[config.mk]
export PLATFORM = sky130hd
export DESIGN_NAME = seg7_scan_rx
export DESIGN_NICKNAME = d
export VERILOG_FILES = /design/src/rtl/seg7_scan_rx.sv
export SDC_FILE = /design/constraint.sdc
export NUM_CORES = 1
export LEC_CHECK = 0
export CAP_MARGIN = 20
export CORE_UTILIZATION = 38
export DETAILED_ROUTE_END_ITERATION = 16
export GPL_ROUTABILITY_DRIVEN = 0
export SYNTH_ARGS = -nofsm -noshare
export SYNTH_HDL_FRONTEND = slang
export SYNTH_SLANG_ARGS = --single-unit
[constraint.sdc]
create_clock -name CLK -period 8.3 [get_ports CLK]
set_input_delay 1.66 -clock CLK [delete_from_list [all_inputs] [get_ports CLK]]
set_output_delay 1.66 -clock CLK [all_outputs]
set_load 0.1 [all_outputs]
[src/rtl/seg7_scan_rx.sv]
// Receive side of the scanned 7-segment display bus: synchronise, filter, decode and publish 4-digit frames.
// Optional build macro SEG7RX_CHANGE_ONLY_EN suppresses VALID for frames identical to the one already published.
module seg7_scan_rx #(
    parameter int STABLE_CNT  = 4,
    parameter int SYNC_STAGES = 2
) (
    input  logic        CLK,
    input  logic        RESET,
    input  logic [7:0]  LED,
    input  logic [3:0]  SA,
    output logic [15:0] DIGITS,
    output logic [3:0]  DP,
    output logic        VALID,
    output logic        ERR
);

    localparam logic [7:0] CNT_MAX = 8'(STABLE_CNT - 1);

    typedef enum logic [1:0] {IDLE, DWELL, HELD} state_t;

    function automatic logic [3:0] seg_decode(input logic [6:0] seg);
        case (seg)
            7'h3F:   seg_decode = 4'd0;
            7'h06:   seg_decode = 4'd1;
            7'h5B:   seg_decode = 4'd2;
            7'h4F:   seg_decode = 4'd3;
            7'h66:   seg_decode = 4'd4;
            7'h6D:   seg_decode = 4'd5;
            7'h7D:   seg_decode = 4'd6;
            7'h07:   seg_decode = 4'd7;
            7'h7F:   seg_decode = 4'd8;
            7'h6F:   seg_decode = 4'd9;
            7'h00:   seg_decode = 4'hF;
            default: seg_decode = 4'hE;
        endcase
    endfunction

    function automatic logic [1:0] onehot_idx(input logic [3:0] oh);
        case (oh)
            4'b0010: onehot_idx = 2'd1;
            4'b0100: onehot_idx = 2'd2;
            4'b1000: onehot_idx = 2'd3;
            default: onehot_idx = 2'd0;
        endcase
    endfunction

    logic [11:0]      sync_q [SYNC_STAGES];
    logic [11:0]      prev_q;
    logic [11:0]      s;
    logic             changed;
    logic [7:0]       cnt_q, cnt_d;
    state_t           state_q, state_d;
    logic             capture;
    logic [3:0]       s_sa;
    logic [7:0]       s_led;
    logic [3:0]       dec;
    logic [1:0]       idx;
    logic [3:0][3:0]  shadow_q, shadow_d;
    logic [3:0]       sdp_q, sdp_d;
    logic [3:0]       seen_q, seen_d;
    logic [15:0]      digits_q, digits_d;
    logic [3:0]       dp_q, dp_d;
    logic             valid_q, valid_d;
    logic             err_q, err_d;
`ifdef SEG7RX_CHANGE_ONLY_EN
    logic             first_q, first_d;
`endif

    assign s       = sync_q[SYNC_STAGES-1];
    assign changed = (s != prev_q);
    assign s_sa    = s[11:8];
    assign s_led   = s[7:0];
    assign dec     = seg_decode(s_led[6:0]);
    assign idx     = onehot_idx(s_sa);

    always_ff @(posedge CLK or posedge RESET) begin
        if (RESET) begin
            for (int i = 0; i < SYNC_STAGES; i++) sync_q[i] <= '0;
            prev_q <= '0;
        end else begin
            sync_q[0] <= {SA, LED};
            for (int i = 1; i < SYNC_STAGES; i++) sync_q[i] <= sync_q[i-1];
            prev_q <= s;
        end
    end

    always_comb begin
        if (changed)
            cnt_d = '0;
        else if (cnt_q == CNT_MAX)
            cnt_d = cnt_q;
        else
            cnt_d = cnt_q + 8'd1;
    end

    // HELD blocks a second capture until the bus moves again.
    always_comb begin
        state_d = state_q;
        capture = 1'b0;
        case (state_q)
            IDLE:  state_d = DWELL;
            DWELL: begin
                if (!changed && cnt_q == CNT_MAX) begin
                    capture = 1'b1;
                    state_d = HELD;
                end
            end
            HELD:  if (changed) state_d = DWELL;
            default: state_d = IDLE;
        endcase
    end

    always_comb begin
        shadow_d = shadow_q;
        sdp_d    = sdp_q;
        seen_d   = seen_q;
        digits_d = digits_q;
        dp_d     = dp_q;
        valid_d  = 1'b0;
        err_d    = 1'b0;
`ifdef SEG7RX_CHANGE_ONLY_EN
        first_d  = first_q;
`endif
        if (seen_q == 4'hF) begin
            seen_d = '0;
`ifdef SEG7RX_CHANGE_ONLY_EN
            if (first_q || ({shadow_q, sdp_q} != {digits_q, dp_q})) begin
                digits_d = shadow_q;
                dp_d     = sdp_q;
                valid_d  = 1'b1;
                first_d  = 1'b0;
            end
`else
            digits_d = shadow_q;
            dp_d     = sdp_q;
            valid_d  = 1'b1;
`endif
        end
        // Capture after the publish clear so a same-cycle capture keeps only its own seen bit.
        if (capture && s_sa != 4'b0000) begin
            if (!$onehot(s_sa)) begin
                err_d = 1'b1;
            end else begin
                shadow_d[idx] = dec;
                sdp_d[idx]    = s_led[7];
                seen_d[idx]   = 1'b1;
                if (dec == 4'hE) err_d = 1'b1;
            end
        end
    end

    always_ff @(posedge CLK or posedge RESET) begin
        if (RESET) begin
            state_q  <= IDLE;
            cnt_q    <= '0;
            shadow_q <= '0;
            sdp_q    <= '0;
            seen_q   <= '0;
            digits_q <= 16'hFFFF;
            dp_q     <= '0;
            valid_q  <= 1'b0;
            err_q    <= 1'b0;
`ifdef SEG7RX_CHANGE_ONLY_EN
            first_q  <= 1'b1;
`endif
        end else begin
            state_q  <= state_d;
            cnt_q    <= cnt_d;
            shadow_q <= shadow_d;
            sdp_q    <= sdp_d;
            seen_q   <= seen_d;
            digits_q <= digits_d;
            dp_q     <= dp_d;
            valid_q  <= valid_d;
            err_q    <= err_d;
`ifdef SEG7RX_CHANGE_ONLY_EN
            first_q  <= first_d;
`endif
        end
    end

    assign DIGITS = digits_q;
    assign DP     = dp_q;
    assign VALID  = valid_q;
    assign ERR    = err_q;

endmodule

# Word level (Yosys, flattened, before mapping)
# Cells that the tools add are included.
[word_totals] regBits=92 latch_bits=0 ramBits=0 rom_bits=0 in_bits=14 output_inout_bits=22 memories=0
[op_classes] addsub=4 n_mul=0 div_mod_pow=0 magnitude_cmp=2 n_eq_ne=23 n_shift=0 n_mux=22 bitwise=1 n_reduce_logical=9
[op_table] op="7-bit equality test (second input constant)" count=7
[op_table] op="4-bit case mux with 11 select lines" count=1
[op_table] op="16-bit bitwise mux" count=1
[op_table] op="4-bit 2-to-1 mux" count=4
[op_table] op="8-bit 2-to-1 mux" count=2
[op_table] op="7-bit by 3-bit equality test with 1-bit output (second input constant)" count=2
[op_table] op="4-bit equality test (second input constant)" count=3
[op_table] op="12-bit inequality test" count=1
[op_table] op="2-bit case mux with 3 select lines" count=2
[op_table] op="8-bit by 1-bit adder with 8-bit output (second input constant)" count=1
[op_table] op="4-bit demux with 2-bit select" count=1
[op_table] op="8-bit by 2-bit equality test with 1-bit output (second input constant)" count=1
[op_table] op="7-bit by 6-bit equality test with 1-bit output (second input constant)" count=1
[op_table] op="7-bit zero test" count=1
[op_table] op="1-bit 2-to-1 mux" count=7
[op_table] op="2-bit inequality test (second input constant)" count=3
[op_table] op="1-bit by 1-bit adder with 2-bit output" count=2
[op_table] op="4-bit bitwise mux" count=1
[op_table] op="4-bit by 2-bit equality test with 1-bit output (second input constant)" count=1
[op_table] op="4-bit by 3-bit equality test with 1-bit output (second input constant)" count=1
[op_table] op="2-bit 2-to-1 mux" count=2
[op_table] op="4-bit OR" count=1
[op_table] op="2-bit AND reduction" count=2
[op_table] op="4-bit nonzero test" count=1
[op_table] op="10 further kinds" count=12

# Depth between registers and ports, before layout
# Gate-level depths: netlist of run 1.
[depth] ltp_word=9 mapped_depth=11 ltp_nobuf=10

# Worst setup path before layout of run 1
# No wires, ideal clock.
[synth_timing] path_kind="register -> register" start="reg sync_q (netlist bit s[8])" end="reg shadow_q[10] in the netlist's numbering" setup_ps=128 t_arrival_ps=2581 required_ps=8172 path_slack_ps=5592 stages_incl_launch_ff=11 synth_period_minus_slack_ps=2708 path_cell_list="dfrtp_1 > inv_1 > fa_1 > inv_1 > ha_1 > ha_1 > nor2_1 > nand2_1 > or4b_1 > buf_2 > mux2_1"
[synth_between] elab_chain_len=7 word_cells_on_any_way=21 cone_classes="add/sub (2); order compare (2); eq/ne (5); mux (6); reduce/logical (6)"
[synth_rtl] item="start: declaration" line_no="47" rtl="logic [11:0] sync_q [SYNC_STAGES];"
[synth_rtl] item="4-bit equality test (tied with other cells)" line_no="39" rtl="case (oh)"
[synth_rtl] item="2-bit case mux with 3 select lines or 1-bit zero test (tied branches)" line_no="39, 103"
[synth_rtl] item="2-bit by 3-bit less-than comparator with 1-bit output (implied by the code) (tied with other cells)" line_no="144" rtl="shadow_d[idx] = dec;"
[synth_rtl] item="1-bit logical AND (implied by the code) or 1-bit 2-to-1 mux (tied branches)" line_no="144, 103"
[synth_rtl] item="4-bit 2-to-1 mux (implied by the code) or 1-bit 2-to-1 mux (tied branches)" line_no="144, 100"
[synth_rtl] item="4-bit demux with 2-bit select or 1-bit logical AND (tied branches)" line_no="144, 140"
[synth_rtl] item="16-bit bitwise mux or 2-bit AND reduction (tied branches)"
[synth_rtl] item="end signal: assignment" line_no="169" rtl="shadow_q <= shadow_d;"
[synth_rtl] item="end: declaration" line_no="58" rtl="logic [3:0][3:0] shadow_q, shadow_d;"
# Several ways; a longest one is shown, not always the timed one.
# A chain may end at the register's enable or synchronous reset.

# Final worst setup path of run 1
[layout_timing] start="reg digits_q[9] (netlist: DIGITS[9])" end="out DIGITS[9]"
[layout_rtl] item="start: declaration" line_no="61" rtl="logic [15:0] digits_q, digits_d;"
[layout_rtl] item="start signal: assignment" line_no="172" rtl="digits_q <= digits_d;"
[layout_rtl] item="end: declaration" line_no="11" rtl="output logic [15:0] DIGITS,"
# No word-level cell between the ends.

==> results of run 1 <==
## per-layer routing
layer  GRT usage, %  vias to the layer above  share of wire (%)
li1               -                     1115                  -
met1           16.9                     1121                 48
met2           22.0                       43                 47
met3           3.95                       10                3.8
met4           5.69                        0                1.5
met5              0                        -                  0
## state kept, by name (all words and copies together) (netlist names)
signal	flops
ERR	1
seen_q	4
DP	4
shadow_q	16
VALID	1
sync_q	12
sdp_q	4
s	12
state_q	2
DIGITS	16
cnt_q	8
prev_q	12
## placed cells by master (no fill, tap or decap), drive strengths merged, types with 3 or more instances in the layout
cell and instances:
nor4 5, ha 5, dfrtp 76, xnor2 3
nand2b 3, nand2 77, clkbuf 10, nor3b 5
dfstp 16, clkdlybuf4s50 35, inv 10, a21oi 7
mux2 21, nor2 15, nand3b 3, clkinvlp 3
xor2 16, nor3 6, buf 3, nand3 8
nand4 3
## metrics by stage
step	utilization, %	setup slack, ns	area (µm²)
3_5_place_dp	44.5	4.99	4150
4_1_cts	46.7	4.58	4360
2_1_floorplan	-	4.27	3690
5_1_grt	47.0	4.57	4390
3_3_place_gp	44.5	5.01	4150
6_report	47.0	4.62	4390
## final timing paths
kind,endpoint,slack [ns],cells past startpoint
setup / recovery,DIGITS[9],4.62,1
hold / removal,s[1]$_DFF_PP0_,0.35,0
setup reg to reg,shadow_q[10]$_DFFE_PP0P_,5.36,9
hold reg to reg,s[1]$_DFF_PP0_,0.35,0
max in group asynchronous,DIGITS[9]$_DFFE_PP1P_,5.87,4
min in group asynchronous,DP[0]$_DFFE_PP0P_,1.74,3
## power by group through the flow
| stage | registers, mW | clock network, mW | logic [mW] |
|---|---|---|---|
| after floorplan | 0.470 | 0 | 0.0263 |
| after global placement | 0.475 | 0 | 0.0330 |
| after detailed placement | 0.476 | 0 | 0.0337 |
| after CTS | 0.467 | 0.318 | 0.0338 |
| after global routing | 0.469 | 0.334 | 0.0397 |
| final | 0.467 | 0.306 | 0.0345 |
## cells by family (layout without fill, tap and decap cells)
family,Yosys count,after routing,share of synthesized area [%]
simple gates,134,134,17.1
flops,92,92,62.9
compound gates,20,20,3.69
buf+inv,23,63,2.81
xor+xnor,19,19,4.50
fa+ha+maj,6,6,2.24
mux,22,22,6.77
## layout make-up
class / instances / area share [%]
Inverter: 9 / 0.798
Tap cell: 129 / 3.68
Sequential cell: 92 / 52.9
Clock inverter: 6 / 1.60
Clock buffer: 10 / 3.14
Multi-Input combinational cell: 201 / 28.9
Timing Repair Buffer: 38 / 8.95
==> flow_metrics.py, run 1 <==
metrics = {
    "floorplanning": {
        "fp.dieArea_mm2": 0.0101,
        "die_h_um": 101,
        "row_count": 35,
        "start_util_pct": 39.6,
        "core_mm2": 0.00933,
        "io_pins": 36,
        "die_w_um": 101,
    },
    "synthesis": {
        "synthArstFlopShare_pct": 100,
        "yosys_warnings": 0,
        "synth-edff-count": 0,
        "yosys.area.top_type": "dfrtp_1",
        "synth_nets": 336,
        "yosysMostFrequentCell": "nand2_1",
        "synth_top_cells_by_count": "nand2_1, dfrtp_1, dfstp_2, mux2_2, xor2_1",
        "synth_area_leaders": "dfrtp_1, dfstp_2, nand2_1",
        "seq_area_frac_synth_pct": 62.9,
        "avgSynthCellArea_um2": 11.7,
        "synth.distinct_cells": 43,
        "syn_inst": 316,
        "synth_seq_cells": 92,
        "synth_area_mm2": 0.00369,
        "yosys.area.top_type_share_pct": 51.5,
        "ys.flop_type": "dfrtp_1",
    },
    "power_and_ir_drop": {
        "irDropWorstVdd_uv": 107,
        "p_total_mw": 0.808,
        "pwr-share-seq_pct": 57.8,
        "p_sw_mw": 0.186,
        "p_comb_share_pct": 4.3,
        "internal_power_mw": 0.622,
        "power_density_mw_per_mm2": 184,
        "p_sw_share_pct": 23.0,
        "clkPwrFrac_pct": 37.9,
        "p_leak_nw": 2.01,
    },
    "min_path": {
        "hp-class": "register to register",
        "min_from": "sync_q[13]$_DFF_PP0_",
    },
    "critical_path": {
        "path_max_fanout": 2,
        "rr_startpoint": "s[8]$_DFF_PP0_",
        "critical_path.startpoint_type": "register",
        "slowest_delay_ns": 1.13,
        "crit_family": "buffers and inverters",
        "slowest_stage": "clkdlybuf4s50_1",
        "cp.arrival_ns": 2.02,
        "startpoint": "DIGITS[9]$_DFFE_PP1P_",
        "crit_required_ns": 6.64,
        "crit_type": "register to output pin",
        "cp_cell_sequence": "clkdlybuf4s50_1",
        "cp-end-kind": "output pin",
        "path_buf_inv": 1,
    },
    "global_route": {
        "grtUsageTotal_pct": 13.5,
        "grt_max_degree": 93,
        "grt_pass1_vias": 2260,
        "grt_pass1_wl_mm": 10.4,
        "antenna_found_initial": 0,
        "overflow": 0,
    },
    "sta": {
        "period_minus_slack_ns": 3.68,
        "relSlewSlack_pct": 35.2,
        "max_freq_mhz": 271,
        "hold_ws_ns": 0.347,
        "clock_skew_ns": 0.00941,
        "maxSlewViolCount": 0,
        "fin_crit_sh_pct": 44.4,
        "fin_setup_tns_ns": 0,
        "hold_viol": 0,
        "setup_viol": 0,
        "rsz0062_at_grt": "false",
        "tightest_slew_ns": 0.970,
    },
    "clocking": {
        "cts_buffers": 9,
        "ctsHoldBuffers": 0,
        "cts_setup_buffers": 0,
        "clockRootBuffer": "clkbuf_8",
        "htreeDepth": 3,
        "cts_resized": 0,
        "clock_latency_ns": 0.36,
        "clkSlewWorstSetupHoldPaths_ns": 0.09,
        "cts_tree": "done",
        "clockBufferDepth": 2,
        "clock_sinks": 92,
    },
    "drt": {
        "drcViolationCount": 0,
        "drt-total-wl_mm": 5.98,
        "ant_nets": 0,
        "dr.pass1.iters": 4,
        "vias_per_cell": 4.72,
        "drt_iter0_drc": 69,
        "drt-wirelength-per-cell_um": 12.3,
        "vias": 2289,
    },
    "place": {
        "hpwlAfterDp_mm": 3.94,
        "io_buffers": 35,
        "placedCellCount": 468,
    },
    "run_status": {
        "run_status": "complete, no violations",
    },
    "flow_run": {
        "cap_violations": 0,
    },
    "cells_and_area": {
        "multi_input_area_mm2": 0.00127,
        "insertedDiodeCount": 0,
        "nets": 371,
        "areaGrowthSynthToFinish_pct": 18.8,
        "final_cells": 485,
        "nFillCells": 885,
        "layout-drive-gt1-share_pct": 16.0,
        "seqCellArea_mm2": 0.00232,
    },
}
Power figures use the tool's default switching activity.
==> run 2, diff against run 1 <==
==> constraint.sdc (replaced) <==
create_clock -name CLK -period 3.3 [get_ports CLK]
set_input_delay 0.66 -clock CLK [delete_from_list [all_inputs] [get_ports CLK]]
set_output_delay 0.66 -clock CLK [all_outputs]
set_load 0.1 [all_outputs]
==> flow_metrics.py, run 2 (synthesis results as in run 1) <==
metrics = {
    "critical_path": {
        "cp.arrival_ns": 3.13,
        "slowest_stage": "or4b_1",
        "cp_cell_sequence": "inv_1 -> fa_1 -> inv_1 -> ha_1 -> ha_1 -> nor2_1 -> nand2_1 -> or4b_1 -> mux2_1",
        "crit_type": "register to register",
        "critical_path.startpoint_type": "register",
        "path_max_fanout": 6,
        "path_buf_inv": 2,
        "ff2ff_path_depth": 9,
        "cp.depth": 9,
        "slowest_delay_ns": 0.69,
        "cp-end-kind": "register",
        "crit_required_ns": 3.53,
        "crit_family": "adder cells",
    },
    "place": {
        "dpl-instance-area_mm2": 0.00412,
        "hpwlAfterDp_mm": 4.15,
        "io_buffers": 35,
        "placedCellCount": 471,
    },
    "power_and_ir_drop": {
        "power_density_mw_per_mm2": 465,
        "irDropWorstVdd_uv": 239,
        "p_leak_nw": 2.05,
    },
    "sta": {
        "hold_ws_ns": 0.356,
        "setup_viol": 0,
        "fin_crit_sh_pct": 87.9,
        "tightest_slew_ns": 0.826,
        "maxSlewViolCount": 0,
        "rsz0062_at_grt": "false",
        "period_minus_slack_ns": 2.90,
        "relSlewSlack_pct": 44.9,
        "fin_setup_tns_ns": 0,
        "clock_skew_ns": 0.0111,
        "max_freq_mhz": 345,
        "hold_viol": 0,
    },
    "cells_and_area": {
        "areaGrowthSynthToFinish_pct": 16.9,
        "nets": 373,
        "layout-drive-gt1-share_pct": 22.3,
        "seqCellArea_mm2": 0.00232,
        "layout_common_cells": "nand2_1, dfrtp_1, buf_4",
        "layout_commonest_cell": "nand2_1",
        "final_cells": 487,
        "nFillCells": 892,
        "multi_input_area_mm2": 0.00127,
        "insertedDiodeCount": 0,
        "design_area_mm2": 0.00432,
    },
    "clocking": {
        "clock_latency_ns": 0.35,
        "clockRootBuffer": "clkbuf_8",
        "clockBufferDepth": 2,
        "cts_tree": "done",
        "cts_resized": 0,
        "htreeDepth": 3,
        "ctsHoldBuffers": 0,
        "cts_setup_buffers": 0,
        "clock_sinks": 92,
        "cts_buffers": 9,
        "clkSlewWorstSetupHoldPaths_ns": 0.09,
    },
    "floorplanning": {
        "die_w_um": 101,
        "die_h_um": 101,
        "io_pins": 36,
        "fp.dieArea_mm2": 0.0101,
        "row_count": 35,
        "core_mm2": 0.00933,
        "start_util_pct": 39.6,
    },
    "drt": {
        "dr.pass1.iters": 4,
        "ant_nets": 0,
        "drt-total-wl_mm": 6.16,
        "vias_per_cell": 4.66,
        "vias": 2269,
        "drt-wirelength-per-cell_um": 12.6,
        "drt_iter0_drc": 77,
        "drcViolationCount": 0,
    },
    "global_route": {
        "antenna_found_initial": 0,
        "grtUsageTotal_pct": 14.1,
        "grt_pass1_wl_mm": 10.8,
        "overflow": 0,
        "grt_pass1_vias": 2297,
        "grt_max_degree": 51,
    },
    "run_status": {
        "run_status": "complete, no violations",
    },
    "flow_run": {
        "cap_violations": 0,
    },
    "min_path": {
        "min_path_cells": 0,
        "hp-class": "register to register",
    },
}
-- run 2: power by group --
| group | internal [mW] | switching, mW |
|---|---|---|
| Sequential | 1.15 | 0.0239 |
| Clock | 0.356 | 0.391 |
| Combinational | 0.0377 | 0.0493 |
| Total | 1.54 | 0.465 |
-- run 2: layout make-up --
type,instances,share of cell area (%)
Sequential cell,92,53.8
Multi-Input combinational cell,201,29.4
Timing Repair Buffer,40,7.71
Tap cell,129,3.74
Clock buffer,10,2.96
Clock inverter,6,1.62
Inverter,9,0.811
-- run 2: path summary, 6_finish.rpt --
path,from,to,slack (ns)
setup / recovery,s[9]$_DFF_PP0_,shadow_q[8]$_DFFE_PP0P_,0.40
hold / removal,sync_q[18]$_DFF_PP0_,s[6]$_DFF_PP0_,0.36
setup reg to reg,s[9]$_DFF_PP0_,shadow_q[8]$_DFFE_PP0P_,0.40
hold reg to reg,sync_q[18]$_DFF_PP0_,s[6]$_DFF_PP0_,0.36
max in group asynchronous,RESET,prev_q[9]$_DFF_PP0_,1.74
min in group asynchronous,RESET,VALID$_DFF_PP0_,0.77
-- run 2: metrics by stage --
step                      utilization (%)  power (mW)  worst slack (ns)
after floorplan                         -        1.25             0.275
after global placement               44.2        1.28             0.475
after detailed placement             44.2        1.28             0.384
after CTS                            46.3        2.05             0.376
after global routing                 46.3        2.11             0.245
final                                46.3        2.01             0.399
-- run 2: routing by layer --
layer,vias to the layer above,GRT usage (%),part of all wire (%)
met5,-,0,0
met4,0,5.02,1.0
met3,5,3.81,2.7
met2,35,22.7,47
met1,1110,18.4,49
li1,1119,-,-
==> run 3, diff against run 2 <==
--- a/config.mk
+++ b/config.mk
@@ -9,6 +9,7 @@
 export CORE_UTILIZATION = 38
 export DETAILED_ROUTE_END_ITERATION = 16
 export GPL_ROUTABILITY_DRIVEN = 0
+export REMOVE_ABC_BUFFERS = 1
 export SYNTH_ARGS = -nofsm -noshare
 export SYNTH_HDL_FRONTEND = slang
 export SYNTH_SLANG_ARGS = --single-unit
==> flow_metrics.py, run 3 (synthesis results as in run 1) <==
metrics = {
    "sta": {
        "rsz0062_at_grt": "false",
        "fin_setup_tns_ns": 0,
        "maxSlewViolCount": 0,
        "hold_ws_ns": 0.353,
        "clock_skew_ns": 0.00964,
        "worst_slack_ns": 0.412,
        "hold_viol": 0,
        "tightest_slew_ns": 0.748,
        "period_minus_slack_ns": 2.89,
        "fin_crit_sh_pct": 87.5,
        "max_freq_mhz": 346,
        "setup_viol": 0,
        "relSlewSlack_pct": 49.5,
    },
    "critical_path": {
        "r2r_slack_ns": 0.41,
        "crit_required_ns": 3.54,
        "regToRegEndpoint": "shadow_q[9]$_DFFE_PP0P_",
        "crit_type": "register to register",
        "cp-end-kind": "register",
        "ff2ff_path_depth": 9,
        "path_buf_inv": 2,
        "path_max_fanout": 6,
        "crit_family": "adder cells",
        "rr_startpoint": "s[8]$_DFF_PP0_",
        "slowest_stage": "or4b_1",
        "cp_cell_sequence": "inv_1 -> fa_1 -> inv_1 -> ha_1 -> ha_1 -> nor2_1 -> nand2_1 -> or4b_1 -> mux2_1",
        "critical_path.startpoint_type": "register",
        "slowest_delay_ns": 0.69,
        "cp.arrival_ns": 3.13,
    },
    "power_and_ir_drop": {
        "clkPwrFrac_pct": 34.9,
        "p_comb_share_pct": 4.6,
        "pwr-share-seq_pct": 60.6,
        "p_sw_share_pct": 24.2,
        "p_sw_mw": 0.468,
        "power_density_mw_per_mm2": 450,
        "internal_power_mw": 1.47,
        "p_leak_nw": 2.04,
        "irDropWorstVdd_uv": 250,
    },
    "clocking": {
        "cts_tree": "done",
        "clock_sinks": 92,
        "ctsHoldBuffers": 0,
        "cts_setup_buffers": 0,
        "cts_resized": 0,
        "cts_buffers": 9,
        "htreeDepth": 3,
        "clock_latency_ns": 0.36,
        "clockRootBuffer": "clkbuf_8",
        "clockBufferDepth": 2,
        "clkSlewWorstSetupHoldPaths_ns": 0.09,
    },
    "cells_and_area": {
        "areaGrowthSynthToFinish_pct": 16.4,
        "nets": 372,
        "layout_common_cells": "nand2_1, dfrtp_1, buf_4",
        "layout-drive-gt1-share_pct": 22.1,
        "insertedDiodeCount": 0,
        "layout_commonest_cell": "nand2_1",
    },
    "floorplanning": {
        "die_w_um": 101,
        "fp.dieArea_mm2": 0.0101,
        "start_util_pct": 39.6,
        "io_pins": 36,
        "die_h_um": 101,
        "row_count": 35,
        "core_mm2": 0.00933,
    },
    "global_route": {
        "grt_pass1_vias": 2207,
        "grtUsageTotal_pct": 13.4,
        "grt_pass1_wl_mm": 10.4,
        "antenna_found_initial": 0,
        "overflow": 0,
        "grt_max_degree": 93,
    },
    "min_path": {
        "hold_end": "s[9]$_DFF_PP0_",
        "hp-class": "register to register",
        "min_from": "sync_q[21]$_DFF_PP0_",
        "min_path_cells": 0,
    },
    "place": {
        "dp_slack_ns": 0.409,
        "hpwlAfterDp_mm": 4.01,
        "io_buffers": 35,
    },
    "drt": {
        "dr.pass1.iters": 4,
        "drt_iter0_drc": 91,
        "drcViolationCount": 0,
        "drt-wirelength-per-cell_um": 12.5,
        "vias_per_cell": 4.65,
        "drt-total-wl_mm": 6.06,
        "ant_nets": 0,
        "vias": 2262,
    },
    "run_status": {
        "run_status": "complete, no violations",
    },
    "flow_run": {
        "cap_violations": 0,
    },
}
-- run 3: cell types whose count changed in the layout (fill, tap and decap cells not counted), sizes merged --
cell,previous run,this run
bufinv,1,0
buf,27,26
clkinv,1,2
-- run 3: through the flow --
step / power (mW) / utilization, % / cells / area (µm²)
final: 1.94 / 46.1 / 486 / 4300
after global placement: 1.28 / 44.2 / 470 / 4130
after detailed placement: 1.29 / 44.2 / 470 / 4130
after global routing: 2.03 / 46.1 / 486 / 4300
after CTS: 1.97 / 46.1 / 486 / 4300
after floorplan: 1.24 / - / 302 / 3620
-- run 3: power groups by stage --
stage | clock network [mW] | registers (mW) | logic (mW)
CTS | 0.707 | 1.17 | 0.0912
global placement | 0 | 1.19 | 0.0894
global route | 0.750 | 1.18 | 0.102
finish | 0.675 | 1.17 | 0.0881
floorplan | 0 | 1.19 | 0.0546
detailed placement | 0 | 1.19 | 0.0907
-- run 3: worst reg2reg max path, cell delays in order (launching register included) --
cell and delay [ns]:
dfrtp_1 0.39, inv_1 0.10, fa_1 0.54, inv_1 0.04, ha_1 0.17, ha_1 0.27, nor2_1 0.10, nand2_1 0.12
or4b_1 0.69, mux2_1 0.37
-- run 3: final cells by class --
type | instances | area (µm²)
well taps | 129 | 161
clock inverters | 6 | 48.8
repair buffers | 39 | 338
inverters | 9 | 35.0
flip-flops and latches | 92 | 2320
clock buffers | 10 | 128
multi-input cells | 201 | 1270
fillers | 892 | 5030
-- run 3: layer usage --
| metal | GRT usage [%] | wire [µm] | up-vias |
|---|---|---|---|
| li1 | - | - | 1127 |
| met1 | 18.1 | 3030 | 1084 |
| met2 | 20.2 | 2700 | 41 |
| met3 | 2.98 | 191 | 10 |
| met4 | 7.25 | 129 | 0 |
| met5 | 0 | 0 | - |
-- run 3: how the worst max path moves through the flow --
stage / from / endpoint / slack, ns / cells past startpoint
5_1_grt: s[8]$_DFF_PP0_ / shadow_q[9]$_DFFE_PP0P_ / 0.29 / 9
3_3_place_gp: s[8]$_DFF_PP0_ / shadow_q[11]$_DFFE_PP0P_ / 0.47 / 9
4_1_cts: s[8]$_DFF_PP0_ / shadow_q[9]$_DFFE_PP0P_ / 0.40 / 9
2_1_floorplan: RESET / DP[0]$_DFFE_PP0P_ / 0.27 / 1
3_5_place_dp: s[8]$_DFF_PP0_ / shadow_q[9]$_DFFE_PP0P_ / 0.41 / 9
6_report: s[8]$_DFF_PP0_ / shadow_q[9]$_DFFE_PP0P_ / 0.41 / 9
==> RTL edit 1: new RTL, settings of run 2 <==
`dp_q` no longer has a reset.
--- a/src/rtl/seg7_scan_rx.sv
+++ b/src/rtl/seg7_scan_rx.sv
@@ -158,5 +158,4 @@
             seen_q   <= '0;
             digits_q <= 16'hFFFF;
-            dp_q     <= '0;
             valid_q  <= 1'b0;
             err_q    <= 1'b0;
@@ -171,5 +170,4 @@
             seen_q   <= seen_d;
             digits_q <= digits_d;
-            dp_q     <= dp_d;
             valid_q  <= valid_d;
             err_q    <= err_d;
@@ -178,4 +176,8 @@
 `endif
         end
+    end
+
+    always_ff @(posedge CLK) begin
+        dp_q <= dp_d;
     end
 
Formal check against the unedited RTL: same outputs for any inputs over 10 cycles, from zero or initial values and one cycle with RESET high; that may be too few to reach the edited logic, so the function may still have changed.
==> RTL edit 1 against run 2 <==
Area after synthesis hardly changed; die area hardly changed; routed wire length hardly changed; largest cell class unchanged; count of clock-buffer cells in the layout is 1 lower; total power is 0.65% lower; worst setup slack worse by 0.23 ns; sequential cell count stayed put; critical path depth is 1 higher; hold slack worse by 0.0018 ns; first-iteration DRC count is 62% higher; fmax is 7.4% lower; clock skew is 0.00071 ns lower; cell area is 0.32% higher.
==> RTL edit 1: results (changes against run 2) <==
INFO  metric cts_hold_buffers = 0 (unchanged)
INFO  metric post_drt_via_cell_ratio = 4.77 (was 4.66)
INFO  metric grt_first_pass_wirelength = 10,500 um (was 10,800 um)
INFO  metric n_fill_cell = 861 (was 892)
INFO  metric wl_met3 = 257 um (was 165 um)
INFO  metric synth.mux.area_fraction = 5.48% (was 6.77%)
INFO  metric synth_top_cells_by_area = dfrtp_1 (49%), dfstp_2 (11%), nand2_1 (6.3%) (was dfrtp_1 (51%), dfstp_2 (11%), nand2_1 (7.8%))
INFO  metric drt_first_iter_violations = 125 (was 77)
INFO  metric power_per_cell_area = 460 nW/um2 (was 465 nW/um2)
INFO  metric synth_async_sr_flop_share = 95.7% (was 100%)
INFO  metric groute.usage.overall = 13.6% (was 14.1%)
INFO  metric routed_wire_length_per_instance = 12.9 um (was 12.6 um)
INFO  metric pint = 1.49 mW (was 1.54 mW)
INFO  metric wl = 6160 um (about the same)
INFO  metric p_total = 1.99 mW (was 2.01 mW)
INFO  metric cts.htree.levels = 3 (unchanged)
INFO  metric max-vdd-ir-drop = 0.000221 V (was 0.000239 V)
INFO  metric hpwl = 4230 um (was 4150 um)
INFO  metric dr_wl_met2 = 2930 um (was 2900 um)
INFO  metric syn_avg_cell_area = 12.0 um2 (was 11.7 um2)
INFO  metric layout.sequential_cells = 92 (unchanged)
INFO  metric placement.cell_area = 4130 um2 (was 4120 um2)
INFO  metric seq_power_share = 59.2% (was 58.4%)
INFO  metric yosys.cell_types.count = 47 (was 43)
INFO  metric synthXorXnorAreaFrac = 4.50% (about the same)
INFO  metric synth_fp_nets = 327 (was 336)
INFO  metric grtUsageMet1 = 18.6% (was 18.4%)
INFO  metric wl_met1 = 2900 um (was 3020 um)
INFO  metric post_route_cells_drive_above_1_share = 24.0% (was 22.3%)
INFO  metric combinationalPowerShare = 4.5% (was 4.3%)
INFO  metric fin_worst_skew = 0.0104 ns (was 0.0111 ns)
INFO  metric grt_pass1_vias = 2,198 (was 2,297)
INFO  metric sequential_element_share_of_the_synthesized_area = 63.4% (was 62.9%)
INFO  metric synth_top_cells_by_count = dfrtp_1 (72), nand2_1 (62), mux2_2 (18) (was nand2_1 (77), dfrtp_1 (76), dfstp_2 (16), mux2_2 (16), xor2_1 (16))
INFO  metric setup_crit_start = s[11] (was s[9])
INFO  metric sh_seq_area = 54.1% (was 53.8%)
INFO  metric global_route.usage.met2 = 21.1% (was 22.7%)
INFO  metric grt_max_degree = 42 (was 51)
INFO  metric worst_ep_arrival_time = 3.36 ns (was 3.13 ns)
INFO  metric layout.non_clock_inverters = 15 (was 9)
INFO  metric layout.nets = 365 (was 373)
INFO  metric non_clock_buffer_count = 38 (was 40)
INFO  metric max_slew_margin = 64.0% (was 44.9%)
INFO  metric synth_compound_gate_area_share = 5.96% (was 3.69%)
INFO  metric static-leakage-power = 1.94 nW (was 2.05 nW)
INFO  metric dp_cells = 463 (was 471)
INFO  metric post_synth_edffs = 4 (was 0)
INFO  metric multiInputGateArea = 1250 um2 (was 1270 um2)
INFO  metric outcome = finished, final reports clean (unchanged)
## RTL edit 1: worst paths after layout
kind,end,slack [ns]
max reg2reg,shadow_q[5],0.17
max in group asynchronous,DIGITS[6],1.97
min in group asynchronous,shadow_q[15],0.65
max,shadow_q[5],0.17
min,s[6],0.35
min reg2reg,s[6],0.35
## RTL edit 1: metrics by stage
stage	worst slack, ns	TNS (ns)	hold slack, ns
after floorplan	0.388	0	0.331
after global placement	0.207	0	0.331
after detailed placement	0.107	0	0.335
after CTS	0.0772	0	0.356
after global routing	-0.114	-0.693	0.367
final	0.168	0	0.354
## RTL edit 1: critical path: stages, from the launching register on
cell       delay [ns]
dfrtp_1          0.44
inv_1            0.11
fa_1             0.48
inv_1            0.04
ha_1             0.17
ha_1             0.27
nor3b_1          0.32
nand4_1          0.19
or4_1            0.51
a2111oi_1        0.37
a21oi_1          0.09
## RTL edit 1: repair_timing
item	in CTS	in global routing
resized for setup	0	6
endpoints found under the hold margin	0	0
setup endpoints to repair	0	7
==> RTL edit 2: new RTL, settings of run 2 <==
Without the edit above. Set the parameter `SYNC_STAGES` to 4 (it was 2).
--- a/src/rtl/seg7_scan_rx.sv
+++ b/src/rtl/seg7_scan_rx.sv
@@ -3,5 +3,5 @@
 module seg7_scan_rx #(
     parameter int STABLE_CNT  = 4,
-    parameter int SYNC_STAGES = 2
+    parameter int SYNC_STAGES = 4
 ) (
     input  logic        CLK,
Behaviour: not the same (a bounded check fails within 10 cycles, from zero or initial values and one cycle with RESET high).
==> RTL edit 2 against run 2 <==
Hold slack worse by 0.021 ns; total power is 66% higher; cell area is 23% higher; final cell count is 9.0% higher; worst setup slack better by 0.11 ns; sequential power is 27% higher; routed wire length is 10% higher; sequential cell count is 24 higher; area after synthesis is 15% higher.
==> RTL edit 2: results (changes against run 2) <==
INFO  metric insertion_delay = 0.51 ns (was 0.35 ns)
INFO  metric n_fill_cell = 972 (was 892)
INFO  metric synth_compound_gate_area_share = 1.92% (was 3.69%)
INFO  metric worst_path_max_delay_cell = fa_1 (was or4b_1)
INFO  metric worstReg2RegStart = s[8] (was s[9])
INFO  metric wl_met1 = 3250 um (was 3020 um)
INFO  metric grt_max_degree = 36 (was 51)
INFO  metric met3_usage = 5.33% (was 3.81%)
INFO  metric fin_worst_skew = 0.00862 ns (was 0.0111 ns)
INFO  metric synth_fp_nets = 349 (was 336)
INFO  metric sequential_element_share_of_the_synthesized_area = 68.8% (was 62.9%)
INFO  metric clkTransAtPathRegs = 0.06 ns (was 0.09 ns)
INFO  metric slew_of_the_pin_with_the_lowest_slew_margin = 0.788 ns (was 0.826 ns)
INFO  metric syn_inst = 329 (was 316)
INFO  metric dr_wl_met2 = 3180 um (was 2900 um)
INFO  metric hold_path_end = sync_q[27] (was s[6])
INFO  metric hpwl = 4450 um (was 4150 um)
INFO  metric r2r_slack = 0.51 ns (was 0.40 ns)
INFO  metric static-leakage-power = 2.57 nW (was 2.05 nW)
INFO  metric yosys.cell_types.count = 40 (was 43)
INFO  metric grtUsageMet1 = 17.4% (was 18.4%)
INFO  metric seq_power = 1.49 mW (was 1.17 mW)
INFO  metric worst_ep_arrival_time = 3.18 ns (was 3.13 ns)
INFO  metric dp_cells = 499 (was 471)
INFO  metric drt_first_iter_violations = 78 (was 77)
INFO  metric synth.mux.area_fraction = 6.04% (was 6.77%)
INFO  metric routed_wire_length_per_instance = 12.8 um (was 12.6 um)
INFO  metric outcome = finished, final reports clean (unchanged)
INFO  metric layout.nets = 398 (was 373)
INFO  metric synth_adder_area_share = 1.94% (was 2.24%)
INFO  metric post_route_cells_drive_above_1_share = 26.3% (was 22.3%)
==> RTL edit 2: through the flow <==
| stage | hold WS [ns] | setup slack (ns) | utilization (%) | power [mW] |
|---|---|---|---|---|
| 2_1_floorplan | 0.331 | 0.758 | - | 1.56 |
| 3_3_place_gp | 0.331 | 0.542 | 43.8 | 1.61 |
| 3_5_place_dp | 0.335 | 0.470 | 43.8 | 1.61 |
| 4_1_cts | 0.338 | 0.461 | 49.1 | 3.39 |
| 5_1_grt | 0.348 | 0.321 | 49.1 | 3.47 |
| 6_report | 0.336 | 0.507 | 49.1 | 3.34 |
==> RTL edit 2: cell type report <==
cell class	count	area (um2)	area share, %
clock buffer	18	428	8.03
multi-input combinational	195	1260	23.6
sequential	116	2920	54.9
inverter	8	33.8	0.634
tap	140	175	3.29
timing repair buffer	40	358	6.72
clock inverter	14	154	2.89
